<file path="src/rtl/seg_pipe_elastic.sv">
// Elastic DEPTH-stage payload pipeline with valid/ready handshakes,
// partial flush of younger stages, and collapse or lockstep advance.
module seg_pipe_elastic #(
    parameter int WIDTH    = 32,
    parameter int DEPTH    = 5,
    parameter bit COLLAPSE = 1'b1,
    localparam int SW      = $clog2(DEPTH),
    localparam int OW      = $clog2(DEPTH + 1)
) (
    input  logic             clk_i,
    input  logic             rst_i,
    input  logic             in_valid_i,
    output logic             in_ready_o,
    input  logic [WIDTH-1:0] in_data_i,
    output logic             out_valid_o,
    input  logic             out_ready_i,
    output logic [WIDTH-1:0] out_data_o,
    input  logic             flush_i,
    input  logic [SW-1:0]    flush_stage_i,
    output logic [DEPTH-1:0] stage_valid_o,
    output logic [OW-1:0]    occ_o
);

    logic [DEPTH-1:0] valid;
    logic [WIDTH-1:0] data    [DEPTH];
    logic [WIDTH-1:0] srcData [DEPTH];
    logic [DEPTH-1:0] squash;
    logic [DEPTH-1:0] load;
    logic [DEPTH-1:0] srcValid;
    logic [DEPTH:0]   rdy;
    logic [SW-1:0]    flushStage;
    logic             adv;
    logic             inXfer;

    always_comb begin
        flushStage = (flush_stage_i > SW'(DEPTH - 1)) ? SW'(DEPTH - 1)
                                                      : flush_stage_i;
        for (int k = 0; k < DEPTH; k++) begin
            squash[k] = flush_i && (SW'(k) <= flushStage);
        end
    end

    // Ready ripples from the exit back to the entry through empty stages.
    always_comb begin
        rdy[DEPTH] = out_ready_i;
        for (int k = DEPTH - 1; k >= 0; k--) begin
            rdy[k] = ~valid[k] | rdy[k+1];
        end
    end

    assign adv         = out_ready_i | ~valid[DEPTH-1];
    assign in_ready_o  = (COLLAPSE ? rdy[0] : adv) & ~flush_i;
    assign inXfer      = in_valid_i & in_ready_o;
    assign out_valid_o = valid[DEPTH-1] & ~squash[DEPTH-1];

    // A squashed stage never feeds the stage above it.
    always_comb begin
        srcValid[0] = inXfer;
        srcData[0]  = in_data_i;
        for (int k = 1; k < DEPTH; k++) begin
            srcValid[k] = valid[k-1] & ~squash[k-1];
            srcData[k]  = data[k-1];
        end
        for (int k = 0; k < DEPTH; k++) begin
            load[k] = COLLAPSE ? rdy[k] : adv;
        end
    end

    always_ff @(posedge clk_i) begin
        if (!rst_i) begin
            valid <= '0;
            for (int k = 0; k < DEPTH; k++) begin
                data[k] <= '0;
            end
        end else begin
            for (int k = 0; k < DEPTH; k++) begin
                if (squash[k]) begin
                    valid[k] <= 1'b0;
                end else if (load[k]) begin
                    valid[k] <= srcValid[k];
                    if (srcValid[k]) begin
                        data[k] <= srcData[k];
                    end
                end
            end
        end
    end

    always_comb begin
        occ_o = '0;
        for (int k = 0; k < DEPTH; k++) begin
            occ_o = occ_o + OW'(valid[k]);
        end
    end

    assign out_data_o    = data[DEPTH-1];
    assign stage_valid_o = valid;

endmodule

</file>
<file path="config.mk">
export PLATFORM = sky130hd
export DESIGN_NAME = seg_pipe_elastic
export DESIGN_NICKNAME = d
export VERILOG_FILES = /design/src/rtl/seg_pipe_elastic.sv
export SDC_FILE = /design/constraint.sdc
export NUM_CORES = 1
export LEC_CHECK = 0
export ABC_AREA = 1
export CORE_MARGIN = 2
export CORE_UTILIZATION = 54
export CTS_CLUSTER_SIZE = 25
export DETAILED_ROUTE_END_ITERATION = 10
export PLACE_DENSITY_LB_ADDON = 0.15
export REMOVE_ABC_BUFFERS = 1
export SLEW_MARGIN = 10
export SYNTH_ARGS = -nofsm -noshare
export SYNTH_HDL_FRONTEND = slang
export SYNTH_SLANG_ARGS = --single-unit
</file>
<file path="constraint.sdc">
create_clock -name clk_i -period 2.8 [get_ports clk_i]
set_clock_uncertainty 0.15 [all_clocks]
set_input_delay 0.28 -clock clk_i [delete_from_list [all_inputs] [get_ports clk_i]]
set_output_delay 0.28 -clock clk_i [all_outputs]
set_load 0.01 [all_outputs]
</file>
==> results.json <==
{
  "die_h_um": 119,
  "cpMostUsedCell": "fa_1",
  "io_pins": 82,
  "ant_nets": 0,
  "max-clock-path-buffers": 2,
  "antenna_cells": 0,
  "synth_cells": 602,
  "h-tree-depth": 4,
  "worstPathRequired_ns": 2.37,
  "p_leak_nw": 3.35,
  "ctsHoldBuffers": 0,
  "ys_seq_elements": 165,
  "core.rowCount": 41,
  "antenna_found_initial": 0,
  "overflow": 0,
  "drive_gt1_share_pct": 7.91,
  "drt-pass1-iter-count": 5,
  "fin_nets": 688,
  "dp_hpwl_um": 5460,
  "netlist_area_sq_um": 7140,
  "cts_buffers": 17,
  "final_common_cell": "inv_1",
  "place_inst": 798,
  "clock_latency_ns": 0.41,
  "grt_pass1_wl_um": 15900,
  "ir_drop_mv": 0.414,
  "synth.distinct_cells": 23,
  "drt_wl_total_um": 9400,
  "place_congestion": 0.822,
  "maxCapViolCount": 0,
  "clockRootBuffer": "clkbuf_16",
  "yosys_warnings": 0,
  "finalSetupViolations": 0,
  "timing.final.crit_share_pct": 98.3,
  "coreArea_sq_um": 12800,
  "status": "finished clean",
  "final_cell_mix": "inv_1 (167), edfxtp_1 (160), a21oi_1 (155), clkdlybuf4s50_1 (80), clkbuf_16 (17)",
  "p_per_area_nw_per_um2": 647,
  "crit_slowest_cell": "clkdlybuf4s50_1",
  "via_count": 3805,
  "wl_per_cell_um": 11.3,
  "grt_pass1_vias": 3440,
  "path_delay_family": "adder cells",
  "crit_path_start_kind": "register",
  "final_hold_viol_count": 0,
  "cts_sinks": 165,
  "io_buffers": 81,
  "path_buf_inv": 1,
  "cp-end-kind": "primary output",
  "cts_tree": "built",
  "start_util_pct": 55.9,
  "hold_path_class": "input port to register",
  "arrival_ns": 2.32,
  "critPathKind": "register to primary output",
  "cp_max_fo": 7,
  "dieArea_sq_um": 14100,
  "drc": 0,
  "crit_chain": "fa_1, fa_1, clkdlybuf4s50_1",
  "fin_util_pct": 65.5,
  "rsz0062_at_grt": "false",
  "drt_iter0_markers": 309,
  "fin_cells": 829,
  "die_x_um": 119,
  "fill_cells": 948,
  "fmax_mhz": 363,
  "period_needed_ns": 2.75,
  "grt_max_degree": 111,
  "timing.setup.tns_ns": 0,
  "tightest_slew_ns": 0.485,
  "synth_sequential_area_ratio_pct": 68.7,
  "slew_headroom_pct": 67.6,
  "clk_pin_slew_ns": 0.06,
  "vias_per_cell": 4.59,
  "slew_violations": 0,
  "postSynthAreaPerCell_sq_um": 11.9,
  "area_growth_syn_to_layout_pct": 17.3,
  "slowest_delay_ns": 0.55,
  "grt_use_total_pct": 14.1
}
==> worst min-delay path, cell delays in order <==
cell and delay (ns):
clkdlybuf4s50_1 0.40, inv_1 0.07, a211oi_1 0.08
==> what timing repair did <==
| item | CTS | global route |
|---|---|---|
| pin swaps | 0 | 0 |
| setup endpoints to repair | 3 | 2 |
| gates resized for setup | 2 | 1 |
| buffers inserted | 0 | 0 |
==> final cells by class <==
type | count | area (sq um) | area share, %
sequential | 165 | 4910 | 58.6
inverter | 168 | 631 | 7.54
clock buffer | 19 | 433 | 5.17
tap | 172 | 215 | 2.57
multi-input combinational | 202 | 1110 | 13.3
timing repair buffer | 91 | 935 | 11.2
clock inverter | 12 | 136 | 1.63
==> worst paths after layout <==
check | cells past startpoint | from | slack, ns | end
min reg2reg | 2 | stage_valid_o[0]$_SDFFE_PP0N_ | 0.39 | stage_valid_o[1]$_SDFFE_PP0P_
max reg2reg | 9 | stage_valid_o[3]$_SDFFE_PP0P_ | 0.51 | data[0][129]$_SDFFCE_PN0P_
min | 3 | in_valid_i | 0.32 | stage_valid_o[0]$_SDFFE_PP0N_
max | 3 | stage_valid_o[1]$_SDFFE_PP0P_ | 0.05 | occ_o[0]
==> flip-flops by register name, indices dropped and copies added, names as in the netlist <==
name           flops
data             160
stage_valid_o      5
==> per-stage QoR <==
stage / worst slack (ns) / total power [mW] / hold WS, ns / instance area [sq um]
2_1_floorplan: -3.89 / 3.09 / 0.208 / 6640
3_3_place_gp: 0.281 / 3.24 / 0.389 / 7800
3_5_place_dp: 0.183 / 3.25 / 0.394 / 7800
4_1_cts: 0.0217 / 5.46 / 0.329 / 8370
5_1_grt: 0.0140 / 5.58 / 0.346 / 8370
6_report: 0.0471 / 5.42 / 0.323 / 8370
==> synth_stat cells <==
library cell | number | share of area (%)
fa_1 | 2 | 0.56
nand4_1 | 3 | 0.26
edfxtp_1 | 160 | 67
nor2_4 | 2 | 0.32
a21oi_1 | 155 | 11
inv_1 | 167 | 8.8
a211oi_1 | 2 | 0.21
dfxtp_1 | 5 | 1.4
buf_6 | 12 | 1.9
buf_4 | 40 | 4.2
o21ai_1 | 1 | 0.070
nor2_1 | 4 | 0.21
o2111ai_2 | 1 | 0.21
ha_1 | 1 | 0.18
nand3_2 | 1 | 0.14
a21oi_2 | 10 | 1.2
buf_2 | 7 | 0.49
a31oi_1 | 1 | 0.088
inv_2 | 1 | 0.053
nand3_1 | 2 | 0.14
nand2_1 | 15 | 0.79
clkbuf_1 | 8 | 0.42
nor3_1 | 2 | 0.14
==> per-layer routing <==
metal  global-route usage [%]  part of all wire [%]  wire length [um]
met5                        0                     0                 0
met4                     7.14                   1.7               159
met3                     3.69                   4.8               451
met2                     21.7                    46              4350
met1                     18.5                    47              4440
==> logic make-up (layout without fill, tap and decap cells) <==
family / Yosys count / after routing / share of synthesized area, %
simple gates: 29 / 29 / 2.00
buf+inv: 235 / 290 / 15.9
flops: 165 / 165 / 68.7
compound gates: 170 / 170 / 12.7
fa+ha+maj: 3 / 3 / 0.736
==> power breakdown <==
part           switching (mW)  total (mW)  internal, mW  leakage (nW)
clock network           0.845        2.23          1.38         0.277
logic                   0.173       0.316         0.143          1.37
registers              0.0319        2.88          2.84          1.70
(Power assumes the default switching activity.)
